==> src/rtl/pci_avm_burst_splitter_if.sv <==
// Avalon-MM bus bundle around the burst splitter: upstream burst port (s_*)
// and downstream single-beat PCI bridge port (m_*).
interface pci_avm_burst_splitter_if #(
  parameter int ADDR_W  = 30,
  parameter int BURST_W = 4
);
  logic [ADDR_W-1:0]  s_address;
  logic [31:0]        s_writedata;
  logic [3:0]         s_byteenable;
  logic [BURST_W-1:0] s_burstcount;
  logic               s_write;
  logic               s_read;
  logic               s_waitrequest;
  logic               s_readdatavalid;
  logic [31:0]        s_readdata;

  logic [ADDR_W-1:0]  m_address;
  logic [31:0]        m_writedata;
  logic [3:0]         m_byteenable;
  logic               m_write;
  logic               m_read;
  logic               m_waitrequest;
  logic               m_readdatavalid;
  logic [31:0]        m_readdata;

  // The splitter itself: upstream slave, downstream requester.
  modport slave (
    input  s_address, s_writedata, s_byteenable, s_burstcount, s_write, s_read,
    output s_waitrequest, s_readdatavalid, s_readdata,
    output m_address, m_writedata, m_byteenable, m_write, m_read,
    input  m_waitrequest, m_readdatavalid, m_readdata
  );

  // The environment: CPU master upstream plus the PCI bridge downstream.
  modport master (
    output s_address, s_writedata, s_byteenable, s_burstcount, s_write, s_read,
    input  s_waitrequest, s_readdatavalid, s_readdata,
    input  m_address, m_writedata, m_byteenable, m_write, m_read,
    output m_waitrequest, m_readdatavalid, m_readdata
  );
endinterface

==> src/rtl/pci_avm_burst_splitter.sv <==
// Splits upstream Avalon bursts (1..15 beats) into single-word transactions
// for the PCI host bridge, one outstanding at a time, and streams read data back.
module pci_avm_burst_splitter #(
  parameter int ADDR_W  = 30,
  parameter int BURST_W = 4
) (
  input  logic                           clk,
  input  logic                           rst_n,
  pci_avm_burst_splitter_if.slave        bus,
  output logic                           busy,
  output logic                           proto_err
);

  localparam logic [2:0] IDLE     = 3'd0;
  localparam logic [2:0] WR_ISSUE = 3'd1;
  localparam logic [2:0] WR_FETCH = 3'd2;
  localparam logic [2:0] RD_ISSUE = 3'd3;
  localparam logic [2:0] RD_WAIT  = 3'd4;

  logic [2:0]         state_q, state_d;
  logic [BURST_W-1:0] remaining_q, remaining_d;
  logic [ADDR_W-1:0]  m_address_q, m_address_d;
  logic [31:0]        m_writedata_q, m_writedata_d;
  logic [3:0]         m_byteenable_q, m_byteenable_d;
  logic               m_write_q, m_write_d;
  logic               m_read_q, m_read_d;
  logic               s_readdatavalid_q, s_readdatavalid_d;
  logic [31:0]        s_readdata_q, s_readdata_d;
  logic               proto_err_q, proto_err_d;
  logic [BURST_W-1:0] burst_len;

  // A burstcount of zero is serviced as a single beat.
  always_comb begin
    burst_len = (bus.s_burstcount == '0) ? BURST_W'(1) : bus.s_burstcount;
  end

  always_comb begin
    state_d           = state_q;
    remaining_d       = remaining_q;
    m_address_d       = m_address_q;
    m_writedata_d     = m_writedata_q;
    m_byteenable_d    = m_byteenable_q;
    m_write_d         = m_write_q;
    m_read_d          = m_read_q;
    s_readdatavalid_d = 1'b0;
    s_readdata_d      = s_readdata_q;
    proto_err_d       = proto_err_q;

    case (state_q)
      IDLE: begin
        if (bus.s_write) begin
          m_address_d    = bus.s_address;
          m_writedata_d  = bus.s_writedata;
          m_byteenable_d = bus.s_byteenable;
          remaining_d    = burst_len - BURST_W'(1);
          m_write_d      = 1'b1;
          state_d        = WR_ISSUE;
          if (bus.s_read) proto_err_d = 1'b1;
        end else if (bus.s_read) begin
          m_address_d    = bus.s_address;
          m_byteenable_d = 4'hF;
          remaining_d    = burst_len;
          m_read_d       = 1'b1;
          state_d        = RD_ISSUE;
        end
      end

      WR_ISSUE: begin
        if (!bus.m_waitrequest) begin
          m_write_d = 1'b0;
          if (remaining_q == '0) begin
            state_d = IDLE;
          end else begin
            m_address_d = m_address_q + ADDR_W'(1);
            state_d     = WR_FETCH;
          end
        end
      end

      // Next write beat is taken from upstream here; reads are not accepted.
      WR_FETCH: begin
        if (bus.s_write) begin
          m_writedata_d  = bus.s_writedata;
          m_byteenable_d = bus.s_byteenable;
          remaining_d    = remaining_q - BURST_W'(1);
          m_write_d      = 1'b1;
          state_d        = WR_ISSUE;
        end
      end

      RD_ISSUE: begin
        if (!bus.m_waitrequest) begin
          m_read_d = 1'b0;
          state_d  = RD_WAIT;
        end
      end

      RD_WAIT: begin
        if (bus.m_readdatavalid) begin
          s_readdatavalid_d = 1'b1;
          s_readdata_d      = bus.m_readdata;
          remaining_d       = remaining_q - BURST_W'(1);
          if (remaining_q == BURST_W'(1)) begin
            state_d = IDLE;
          end else begin
            m_address_d    = m_address_q + ADDR_W'(1);
            m_byteenable_d = 4'hF;
            m_read_d       = 1'b1;
            state_d        = RD_ISSUE;
          end
        end
      end

      default: begin
        state_d   = IDLE;
        m_write_d = 1'b0;
        m_read_d  = 1'b0;
      end
    endcase
  end

  always_ff @(posedge clk or negedge rst_n) begin
    if (!rst_n) begin
      state_q           <= IDLE;
      remaining_q       <= '0;
      m_address_q       <= '0;
      m_writedata_q     <= '0;
      m_byteenable_q    <= '0;
      m_write_q         <= 1'b0;
      m_read_q          <= 1'b0;
      s_readdatavalid_q <= 1'b0;
      s_readdata_q      <= '0;
      proto_err_q       <= 1'b0;
    end else begin
      state_q           <= state_d;
      remaining_q       <= remaining_d;
      m_address_q       <= m_address_d;
      m_writedata_q     <= m_writedata_d;
      m_byteenable_q    <= m_byteenable_d;
      m_write_q         <= m_write_d;
      m_read_q          <= m_read_d;
      s_readdatavalid_q <= s_readdatavalid_d;
      s_readdata_q      <= s_readdata_d;
      proto_err_q       <= proto_err_d;
    end
  end

  assign bus.s_waitrequest   = !((state_q == IDLE) || (state_q == WR_FETCH));
  assign bus.s_readdatavalid = s_readdatavalid_q;
  assign bus.s_readdata      = s_readdata_q;
  assign bus.m_address       = m_address_q;
  assign bus.m_writedata     = m_writedata_q;
  assign bus.m_byteenable    = m_byteenable_q;
  assign bus.m_write         = m_write_q;
  assign bus.m_read          = m_read_q;
  assign busy                = (state_q != IDLE);
  assign proto_err           = proto_err_q;

endmodule

==> src/flat_wrapper.sv <==
// flat-port wrapper written by rule: the top's interface ports become plain ports
module pci_avm_burst_splitter_flat 
#(
  parameter int ADDR_W  = 30,
  parameter int BURST_W = 4
)
  (clk, rst_n, busy, proto_err, bus_s_address, bus_s_writedata, bus_s_byteenable, bus_s_burstcount, bus_s_write, bus_s_read, bus_s_waitrequest, bus_s_readdatavalid, bus_s_readdata, bus_m_address, bus_m_writedata, bus_m_byteenable, bus_m_write, bus_m_read, bus_m_waitrequest, bus_m_readdatavalid, bus_m_readdata);
  pci_avm_burst_splitter_if #(.ADDR_W(ADDR_W), .BURST_W(BURST_W)) bus_i ();
  input  logic clk;
  input  logic rst_n;
  output logic busy;
  output logic proto_err;
  input wire logic [$bits(bus_i.s_address)-1:0] bus_s_address;
  input wire logic [$bits(bus_i.s_writedata)-1:0] bus_s_writedata;
  input wire logic [$bits(bus_i.s_byteenable)-1:0] bus_s_byteenable;
  input wire logic [$bits(bus_i.s_burstcount)-1:0] bus_s_burstcount;
  input wire logic [$bits(bus_i.s_write)-1:0] bus_s_write;
  input wire logic [$bits(bus_i.s_read)-1:0] bus_s_read;
  output wire logic [$bits(bus_i.s_waitrequest)-1:0] bus_s_waitrequest;
  output wire logic [$bits(bus_i.s_readdatavalid)-1:0] bus_s_readdatavalid;
  output wire logic [$bits(bus_i.s_readdata)-1:0] bus_s_readdata;
  output wire logic [$bits(bus_i.m_address)-1:0] bus_m_address;
  output wire logic [$bits(bus_i.m_writedata)-1:0] bus_m_writedata;
  output wire logic [$bits(bus_i.m_byteenable)-1:0] bus_m_byteenable;
  output wire logic [$bits(bus_i.m_write)-1:0] bus_m_write;
  output wire logic [$bits(bus_i.m_read)-1:0] bus_m_read;
  input wire logic [$bits(bus_i.m_waitrequest)-1:0] bus_m_waitrequest;
  input wire logic [$bits(bus_i.m_readdatavalid)-1:0] bus_m_readdatavalid;
  input wire logic [$bits(bus_i.m_readdata)-1:0] bus_m_readdata;
  assign bus_i.s_address = bus_s_address;
  assign bus_i.s_writedata = bus_s_writedata;
  assign bus_i.s_byteenable = bus_s_byteenable;
  assign bus_i.s_burstcount = bus_s_burstcount;
  assign bus_i.s_write = bus_s_write;
  assign bus_i.s_read = bus_s_read;
  assign bus_s_waitrequest = bus_i.s_waitrequest;
  assign bus_s_readdatavalid = bus_i.s_readdatavalid;
  assign bus_s_readdata = bus_i.s_readdata;
  assign bus_m_address = bus_i.m_address;
  assign bus_m_writedata = bus_i.m_writedata;
  assign bus_m_byteenable = bus_i.m_byteenable;
  assign bus_m_write = bus_i.m_write;
  assign bus_m_read = bus_i.m_read;
  assign bus_i.m_waitrequest = bus_m_waitrequest;
  assign bus_i.m_readdatavalid = bus_m_readdatavalid;
  assign bus_i.m_readdata = bus_m_readdata;
  pci_avm_burst_splitter #(.ADDR_W(ADDR_W), .BURST_W(BURST_W)) u_core (.clk(clk), .rst_n(rst_n), .bus(bus_i), .busy(busy), .proto_err(proto_err));
endmodule
==> config.mk <==
export PLATFORM = sky130hd
export DESIGN_NAME = pci_avm_burst_splitter_flat
export DESIGN_NICKNAME = d
export VERILOG_FILES = /design/src/rtl/pci_avm_burst_splitter_if.sv /design/src/rtl/pci_avm_burst_splitter.sv /design/src/flat_wrapper.sv
export SDC_FILE = /design/constraint.sdc
export NUM_CORES = 1
export LEC_CHECK = 0
export ABC_AREA = 1
export BUFFER_PORTS_ARGS = -buffer_cell sky130_fd_sc_hd__buf_2
export CAP_MARGIN = 20
export CORE_MARGIN = 5
export CORE_UTILIZATION = 45
export CTS_CLUSTER_DIAMETER = 40
export DETAILED_ROUTE_END_ITERATION = 8
export PLACE_DENSITY = 0.87
export SLEW_MARGIN = 40
export SYNTH_ARGS = -nofsm -noshare
export SYNTH_HDL_FRONTEND = slang
export SYNTH_SLANG_ARGS = --single-unit
==> constraint.sdc <==
create_clock -name clk -period 1.7 [get_ports clk]
set_clock_uncertainty 0.2 [all_clocks]
set_input_delay 0.085 -clock clk [delete_from_list [all_inputs] [get_ports clk]]
set_output_delay 0.085 -clock clk [all_outputs]
set_load 0.01 [all_outputs]
=== Word-level counts from Yosys, hierarchy flattened ===
Index checks and enable logic that the tools add are counted.

* Equality and inequality tests: 15
* Bitwise operators: 2
* Add/subtract/negate cells: 3
* Multiply operators: 0
* Muxes and demuxes: 38
* Div/mod/pow operators: 0
* Shift-type cells: 0
* $lt $le $gt $ge: 0
* Reductions and logical operators: 20

{| class="wikitable"
|+ Operators by type and width
! cell !! number
|-
| two-way mux 30 bit || 6
|-
| one-hot mux 30 bit (3 select lines) || 1
|-
| two-way mux 4 bit || 10
|-
| adder 30 x 1 -> 30 bit, second input constant || 1
|-
| one-hot mux 4 bit (3 select lines) || 2
|-
| two-way mux 3 bit || 6
|-
| inequality test 2 bit, second input constant || 8
|-
| one-hot mux 3 bit (5 select lines) || 1
|-
| AND reduction 6 bit || 2
|-
| AND reduction 5 bit || 2
|-
| nonzero test 3 bit || 3
|-
| zero test 4 bit || 2
|-
| two-way mux 1 bit || 8
|-
| subtractor 4 x 1 -> 4 bit, second input constant || 2
|-
| equality test 3 x 2 -> 1 bit, second input constant || 2
|-
| AND reduction 3 bit || 2
|-
| OR reduction 2 bit || 3
|-
| equality test 4 x 1 -> 1 bit, second input constant || 1
|-
| two-way mux 2 bit || 2
|-
| one-hot mux 1 bit (4 select lines) || 1
|-
| AND reduction 2 bit || 2
|-
| AND reduction 4 bit || 1
|-
| equality test 3 x 1 -> 1 bit, second input constant || 1
|-
| equality test 3 bit, second input constant || 1
|-
| other kinds (7) || 8
|}

* Register bits after elaboration: 109
* Logic and storage cells: 88
* Bits in latches: 0
* Memory bits (writable): 0
* Memories: 0
* ROM bits: 0
* Output and inout bits: 104
* Bits of input ports: 108

=== Depth between registers and ports, before layout ===
Gate-level depths: netlist of the first run.

* Depth in word-level cells: 5
* Mapped depth: 11
* Gate-level depth less buffers: 10

=== Least setup slack after synthesis of the first run ===
No wires, ideal clock.

* Kind: reg-to-reg
* Start: register u_core.m_address_q[0], in the netlist u_core.bus.m_address[0]
* End: register u_core.m_address_q[14], in the netlist u_core.bus.m_address[14]
* Path buffers: 0
* Slack: -84 ps
* Period minus slack after synthesis: 1784 ps
* Arrival time: 1467 ps
* Library setup time: 117 ps
* Required time: 1383 ps
* Stages on the path, launching flop included: 9
* Cells stage by stage: dfrtp_1 -> ha_1 -> nand3_1 -> nor2_1 -> nand3_1 -> nand2_1 -> nand3_1 -> nand2_1 -> nand2_1

* Longest elaborated chain between the ends: 4
* Elaborated cells on any way between the ends: 6
* Those cells by class: add/sub: 1; mux: 5

{| class="wikitable"
|+ RTL lines
! element !! RTL line !! RTL
|-
| start: declaration || pci_avm_burst_splitter.sv:22 || <nowiki>logic [ADDR_W-1:0] m_address_q, m_address_d;</nowiki>
|-
| start signal: assignment || pci_avm_burst_splitter.sv:137 || <nowiki>m_address_q <= m_address_d;</nowiki>
|-
| adder 30 x 1 -> 30 bit * || pci_avm_burst_splitter.sv:74, pci_avm_burst_splitter.sv:106 ||
|-
| two-way mux 30 bit (on tied branches) || pci_avm_burst_splitter.sv:103, pci_avm_burst_splitter.sv:71 ||
|-
| two-way mux 30 bit (on tied branches) || pci_avm_burst_splitter.sv:99, pci_avm_burst_splitter.sv:69 ||
|-
| one-hot mux 30 bit (3 select lines) * || pci_avm_burst_splitter.sv:49 || <nowiki>case (state_q)</nowiki>
|}

Every way passes the cells marked *; elsewhere a longest branch is shown, timed or not. The select of a mux whose other input is x is not followed.
A chain may end at the register's enable or synchronous reset.

=== Worst setup path in the final report of the first run ===
* Start: register u_core.state_q[1]
* End: register u_core.m_address_q[4], in the netlist u_core.bus.m_address[4]

* Longest elaborated chain between the ends: 3
* Elaborated cells on any way between the ends: 11
* Those cells by class: eq/ne: 7; mux: 1; reduce/logical: 3

{| class="wikitable"
|+ RTL lines
! element !! RTL line !! RTL
|-
| start: declaration || pci_avm_burst_splitter.sv:20 || <nowiki>logic [2:0] state_q, state_d;</nowiki>
|-
| start signal: assignment || pci_avm_burst_splitter.sv:135 || <nowiki>state_q <= state_d;</nowiki>
|-
| equality test 3 x 1 -> 1 bit (tied with other cells) || pci_avm_burst_splitter.sv:49 ||
|-
| inequality test 2 bit (no source line) (tied with other cells) || -- ||
|-
| AND reduction 6 bit (no source line) || -- ||
|}

Several ways; a longest one is shown, not always the timed one.

==> summary.txt, run 1 <==
Logic synthesis
  • Netlist cell types: 26
  • Post-synthesis mux area share: 0%
  • Cells after Synth: 824
  • Yosys reg bits: 109
  • Largest family of logic cells by synthesized area: simple AND/OR/NAND/NOR gates
  • Net Count, Synth: 937
  • Post-synthesis compound-gate area fraction: 3.407%
  • Sequential area share after synthesis: 47.91%
  • Post-synthesis adder-cell area fraction: 1.099%
  • Simple-gate area share of the yosys netlist: 40.92%
  • Post-synthesis average cell area: 6.909 um2
  • Synthesized area: 5693 um2
  • YS warnings: 0
  • Synth Area in XOR/XNOR: 0.6154%

Critical path
  • Worst EP arrival: 1.85 ns
  • Worst R2R Start: u_core.state_q[1]
  • CP startpoint: u_core.state_q[1]
  • CP required: 1.74 ns
  • Worst setup path class: flip-flop to flip-flop
  • Crit. End Element: flip-flop
  • Worst-path fanout max: 7
  • CP Launch Type: flip-flop

Global routing
  • Vias in the first global route: 7279
  • Largest net degree at the start of global routing: 54
  • Antenna violations before repair: 0
  • Total track usage: 29.69%
  • Global-route wire length before repair: 35.18 mm
  • GRT Residual Overflow: 0

Timing
  • Final cycle utilization of the critical path: 106.4%
  • Slew headroom: 76.89%
  • Fin. max-slew vios: 0
  • Tmin final: 1.809 ns
  • Final worst setup slack: -0.1090 ns
  • Tightest Pin Transition: 0.3466 ns
  • Setup TNS Final: -1.875 ns
  • RSZ-0062 raised after global routing: true
  • Final setup vio count: 30
  • Final hold vios: 0
  • Max Freq: 0.5528 GHz

Worst hold path
  • Worst hold path class: input port to flip-flop
  • Min-delay src: bus_s_burstcount[2]

CTS
  • Reg clk slew, reported paths: 0.07 ns
  • Htree depth: 3
  • Worst skew pair latency: 0.34 ns
  • Sink Count: 109
  • Clock tree buffer depth: 2
  • Clock tree from TritonCTS: done
  • Clock root buffer: clkbuf_16
  • Total CTS buffers: 9

Die
  • Site Rows: 41
  • Starting Density: 45.48%
  • Die height: 122.5 um
  • Die Wd: 122.5 um
  • Die Area: 15000 um2
  • Area of the core: 12520 um2
  • # IOs: 212

Detailed routing
  • Final ANT Viol Nets: 0
  • # DRC: 0
  • DRT Pass-1 Iters: 5
  • Vias: 7084
  • Post-Route WL: 22.57 mm
  • WL per Instance: 16.48 um
  • Vias/cell: 5.175
  • Drt first-iter violations: 639

Layout
  • Antenna diode count: 0
  • Final instance area: 9064 um2
  • Area delta synth->final: 59.21%
  • Fin nets: 1305
  • Share of cells above drive strength 1: 30.91%

Placed design
  • Cell area after placement: 7306 um2
  • # port buffers: 211
  • GP Congestion: 0.9188
  • Placed wire-length estimate: 12.92 mm
  • Pre-CTS setup slack: -0.08142 ns

Run status
  • Outcome: finished with violations
  • Failing checks: setup timing

Power
  • Pint: 9.034 mW
  • Clock share of power: 11.9%
  • Switch Pwr: 8.094 mW
  • Maximum VDD drop: 1.005 mV
  • Leakage power: 4.851 nW
  • Combinational Power Share: 58.4%
  • Switching share of power: 47.26%
  • P per Cell Area: 1890 nW/um2
  • Register share of total power: 29.7%

Run
  • Reported max-cap violation count: 0
## state kept, by name (all words and copies together) (netlist names)
| register | count |
|---|---|
| u_core.bus.m_address | 30 |
| u_core.bus.m_byteenable | 4 |
| u_core.bus.s_readdata | 32 |
| u_core.bus.m_write | 1 |
| u_core.bus.m_read | 1 |
| u_core.state_q | 3 |
| u_core.remaining_q | 4 |
| u_core.bus.m_writedata | 32 |
| u_core.bus.s_readdatavalid | 1 |
| u_core.proto_err | 1 |
## per-stage QoR
step	util (%)	total power, mW	std cells	hold slack (ns)
2_1_floorplan	-	9.658	824	-0.4106
3_3_place_gp	58.37	12.58	1230	-0.1830
3_5_place_dp	58.37	12.87	1230	-0.1843
4_1_cts	71.10	16.22	1364	0.009286
5_1_grt	72.41	18.34	1369	0.07877
6_report	72.41	17.13	1369	0.05524
## final cells by class
class | instances | area [um2]
timing repair buffer | 380 | 2770
tap | 172 | 215.2
sequential | 109 | 2738
multi-input combinational | 636 | 2845
inverter | 55 | 210.2
clock inverter | 6 | 48.80
fill | 860 | 3453
timing repair inverter | 1 | 7.507
clock buffer | 10 | 229.0
## critical path: stages, from the launching register on
cell and delay [ns]:
dfrtp_2 0.44, nor2_4 0.20, nand2_4 0.10, nor2_4 0.12
nor2_4 0.05, nand3_4 0.12, buf_8 0.15, clkinvlp_4 0.16
nand2_1 0.10, nand2_1 0.05
## power groups by stage
stage	clock, mW	sequential (mW)	combinational (mW)
after floorplan	0	5.38	4.28
after global placement	0	4.87	7.71
final	2.04	5.09	10.0
after CTS	2.05	4.90	9.28
after global routing	2.15	5.21	11.0
after detailed placement	0	4.88	7.99
## synth_stat cells
cell	number	share of area, %
a21o_1	1	0.13
nand3_2	2	0.35
nor3_1	1	0.088
nand2_1	417	27
o211ai_1	2	0.26
a21oi_1	2	0.18
nand3_1	50	4.4
xor2_1	3	0.46
buf_2	8	0.70
o21ai_1	7	0.62
o22ai_1	1	0.11
nor2_1	104	6.9
nand2_2	1	0.11
clkbuf_1	11	0.73
nor2_2	8	0.88
xnor2_1	1	0.15
nand4_1	4	0.44
inv_1	53	3.5
o21ai_0	24	2.1
dfrtp_1	109	48
buf_4	3	0.40
or2_2	1	0.11
ha_1	5	1.1
inv_2	2	0.13
buf_6	3	0.59
nor2_4	1	0.20
## final timing paths
kind | endpoint | slack (ns) | cells past startpoint
setup / recovery | u_core.bus.m_address[4] | -0.11 | 9
hold / removal | u_core.remaining_q[2] | 0.06 | 5
min in group asynchronous | u_core.bus.m_address[2] | 0.52 | 3
setup reg to reg | u_core.bus.m_address[4] | -0.11 | 9
max in group asynchronous | u_core.state_q[0] | 0.17 | 4
hold reg to reg | u_core.proto_err | 0.27 | 1
## cell usage in the layout, fill, tap and decap left out, types with 3 or more instances in the layout
cell	synthesis	final
buf_12	0	8
buf_2	8	210
buf_4	3	49
clkbuf_16	0	11
dfrtp_1	109	101
dfrtp_2	0	8
dlygate4sd3_1	0	106
inv_1	53	48
inv_2	2	6
inv_6	0	5
nand2_1	417	406
nand2_2	1	9
nand2_4	0	4
nand3_1	50	46
nand3_2	2	5
nand4_1	4	4
nor2_1	104	73
nor2_2	8	31
nor2_4	1	9
o21ai_0	24	16
o21ai_1	7	15
xor2_1	3	3
## routing by layer
metal,global-route usage [%],wire [um]
met1,35.45,8295
met5,0,0
met4,14.84,1142
met2,49.81,10940
met3,7.512,2185
## logic make-up after synthesis
family / after synthesis
buffers and inverters: 80
AND/OR/NAND/NOR: 589
AO/OA/AOI/OAI: 37
flip-flops: 109
adder cells (fa/ha/maj): 5
XOR/XNOR: 4
## repair_timing
action	4_1_cts	5_1_grt
gates resized for setup	41	50
gates cloned	3	3
pin swaps	12	7
endpoints found under the setup margin	35	94
setup buffers	9	4
endpoints found under the hold margin	214	0
hold buffers	106	0
(Power assumes the default switching activity.)
==> run 2: changes to the inputs <==
- CORE_ASPECT_RATIO: not set -> 1.1
- SKIP_LAST_GASP: not set -> 1
==> run 2 against run 1 <==
Compared with the run above: the flow finishes with violations (hold timing, setup timing); core utilization decreased by 1.0 points; critical path depth unchanged; via count decreased by 0.62%; clock-buffer cell count unchanged; setup slack improved by 0.0029 ns; hold slack got worse by 0.058 ns; cell count decreased by 1.1%; flip-flop and latch count unchanged; sequential power decreased by 0.8%; critical path type unchanged.
==> summary.txt, run 2 (synthesis results as in run 1) <==
Die
  • Site Rows: 43
  • Die height: 128.0 um
  • # IOs: 212
  • Area of the core: 12540 um2
  • Die Area: 15000 um2
  • Starting Density: 45.41%
  • Die Wd: 117.2 um

Run
  • Reported max-cap violation count: 0

Timing
  • Minimum hold slack: -0.002436 ns
  • Setup TNS Final: -3.218 ns
  • Final setup vio count: 57
  • Slew headroom: 72.07%
  • Tmin final: 1.806 ns
  • Final worst setup slack: -0.1061 ns
  • Max Freq: 0.5537 GHz
  • Final hold vios: 2
  • Final cycle utilization of the critical path: 106.2%
  • Tightest Pin Transition: 0.4189 ns
  • Fin. max-slew vios: 0
  • RSZ-0062 raised after global routing: true

CTS
  • Clock root buffer: clkbuf_16
  • Reg clk slew, reported paths: 0.08 ns
  • Clock tree from TritonCTS: done
  • Total CTS buffers: 9
  • Sink Count: 109
  • Clock tree buffer depth: 2
  • Worst skew pair latency: 0.36 ns
  • Htree depth: 3

Detailed routing
  • Vias/cell: 5.199
  • Vias: 7040
  • Final ANT Viol Nets: 0
  • # DRC: 0
  • WL per Instance: 16.72 um
  • Drt first-iter violations: 599
  • DRT Pass-1 Iters: 5
  • Post-Route WL: 22.64 mm

Layout
  • Final instance area: 8947 um2
  • Fillers: 873
  • Area delta synth->final: 57.16%
  • Total area of sequential cells: 2733 um2
  • Multi-input logic area: 2770 um2
  • Fin nets: 1305
  • Antenna diode count: 0
  • Share of cells above drive strength 1: 28.32%
  • Most common cell after layout, fill and taps aside: nand2_1
  • Most frequent cells in the layout: nand2_1, buf_2, dlygate4sd3_1, dfrtp_1, nor2_1

Global routing
  • GR Layer Usage met1: 34.64%
  • Largest net degree at the start of global routing: 35
  • Routing usage on met2: 54.33%
  • Antenna violations before repair: 1
  • Vias in the first global route: 7325
  • GRT Max-Usage Layer: met2
  • M3 GR Usage: 8.121%
  • Total track usage: 30.73%
  • GRT Residual Overflow: 0
  • Global-route wire length before repair: 35.96 mm

Power
  • Maximum VDD drop: 1.070 mV
  • P per Cell Area: 1851 nW/um2
  • Leakage power: 4.832 nW

Critical path
  • Worst EP arrival: 1.86 ns
  • Crit. End Element: flip-flop
  • Worst-path fanout max: 23
  • Terminus of the critical flop-to-flop path: u_core.bus.m_address[19]
  • R2R setup slack: -0.11 ns
  • CP Launch Type: flip-flop
  • Worst R2R Start: u_core.state_q[1]
  • Worst setup path class: flip-flop to flip-flop
  • CP required: 1.75 ns
  • CP startpoint: u_core.state_q[1]
  • Worst Reg2Reg Path Length in Cells: 9

Placed design
  • GP Congestion: 0.9793
  • Placed wire-length estimate: 13.56 mm
  • # port buffers: 211
  • Cell area after placement: 7355 um2

Run status
  • Outcome: finished with violations
  • Failing checks: hold timing, setup timing

Worst hold path
  • Worst hold path class: input port to async pin
==> run 2: what timing repair did <==
action                                  in CTS  in global routing
setup buffers                                2                  3
hold buffers                               105                  0
endpoints found under the setup margin      38                 91
resized for setup                           18                 34
pin swaps                                    2                  5
endpoints found under the hold margin      214                  0
gates cloned                                 2                  2
==> run 2: worst max-delay path, cell delays in order, from the launching register on <==
cell and delay [ns]:
dfrtp_1 0.43, inv_2 0.13, nand3_2 0.20, nor2_4 0.18, nor2_4 0.06, nand3_4 0.13
buf_12 0.18, nor2_1 0.05, nand2_1 0.07, nand2_1 0.05
==> run 2: cell type report <==
type / count / area share [%]
Clock buffer: 10 / 2.559
Clock inverter: 6 / 0.8530
Inverter: 55 / 2.419
Multi-Input combinational cell: 636 / 30.96
Sequential cell: 109 / 30.54
Tap cell: 157 / 2.195
Timing Repair Buffer: 379 / 30.33
Timing Repair inverter: 2 / 0.1398
==> run 2: how the worst max path moves through the flow <==
stage / end
2_1_floorplan: u_core.bus.m_address[8]
6_report: u_core.bus.m_address[19]
3_5_place_dp: u_core.bus.m_address[8]
4_1_cts: u_core.bus.m_address[8]
3_3_place_gp: u_core.bus.m_byteenable[0]
5_1_grt: u_core.bus.m_address[21]
==> run 2: metrics by stage <==
| stage | instances | power (mW) | util (%) | hold slack (ns) | setup WS, ns |
|---|---|---|---|---|---|
| 2_1_floorplan | 824 | 9.658 | - | -0.4106 | 0.03982 |
| 3_3_place_gp | 1224 | 12.68 | 58.67 | -0.1546 | -0.05161 |
| 3_5_place_dp | 1224 | 12.97 | 58.67 | -0.1514 | -0.1046 |
| 4_1_cts | 1349 | 15.78 | 70.35 | 0.01290 | -0.02901 |
| 5_1_grt | 1354 | 17.72 | 71.37 | 0.04225 | -0.2083 |
| 6_report | 1354 | 16.56 | 71.37 | -0.002436 | -0.1061 |
==> run 2: per-layer routing <==
layer | up-vias | routed length, um | share of wire (%)
met4 | 2 | 764 | 3.4
met2 | 418 | 11640 | 51
met1 | 3287 | 8044 | 36
met5 | - | 7 | 0.031
li1 | 3257 | - | -
met3 | 76 | 2186 | 9.7
==> run 2: where the power goes <==
part,leakage [nW],switching [mW],internal (mW)
Sequential,1.34,1.15,3.89
Clock,0.150,1.05,1.17
Combinational,3.34,5.62,3.66
Total,4.83,7.82,8.73
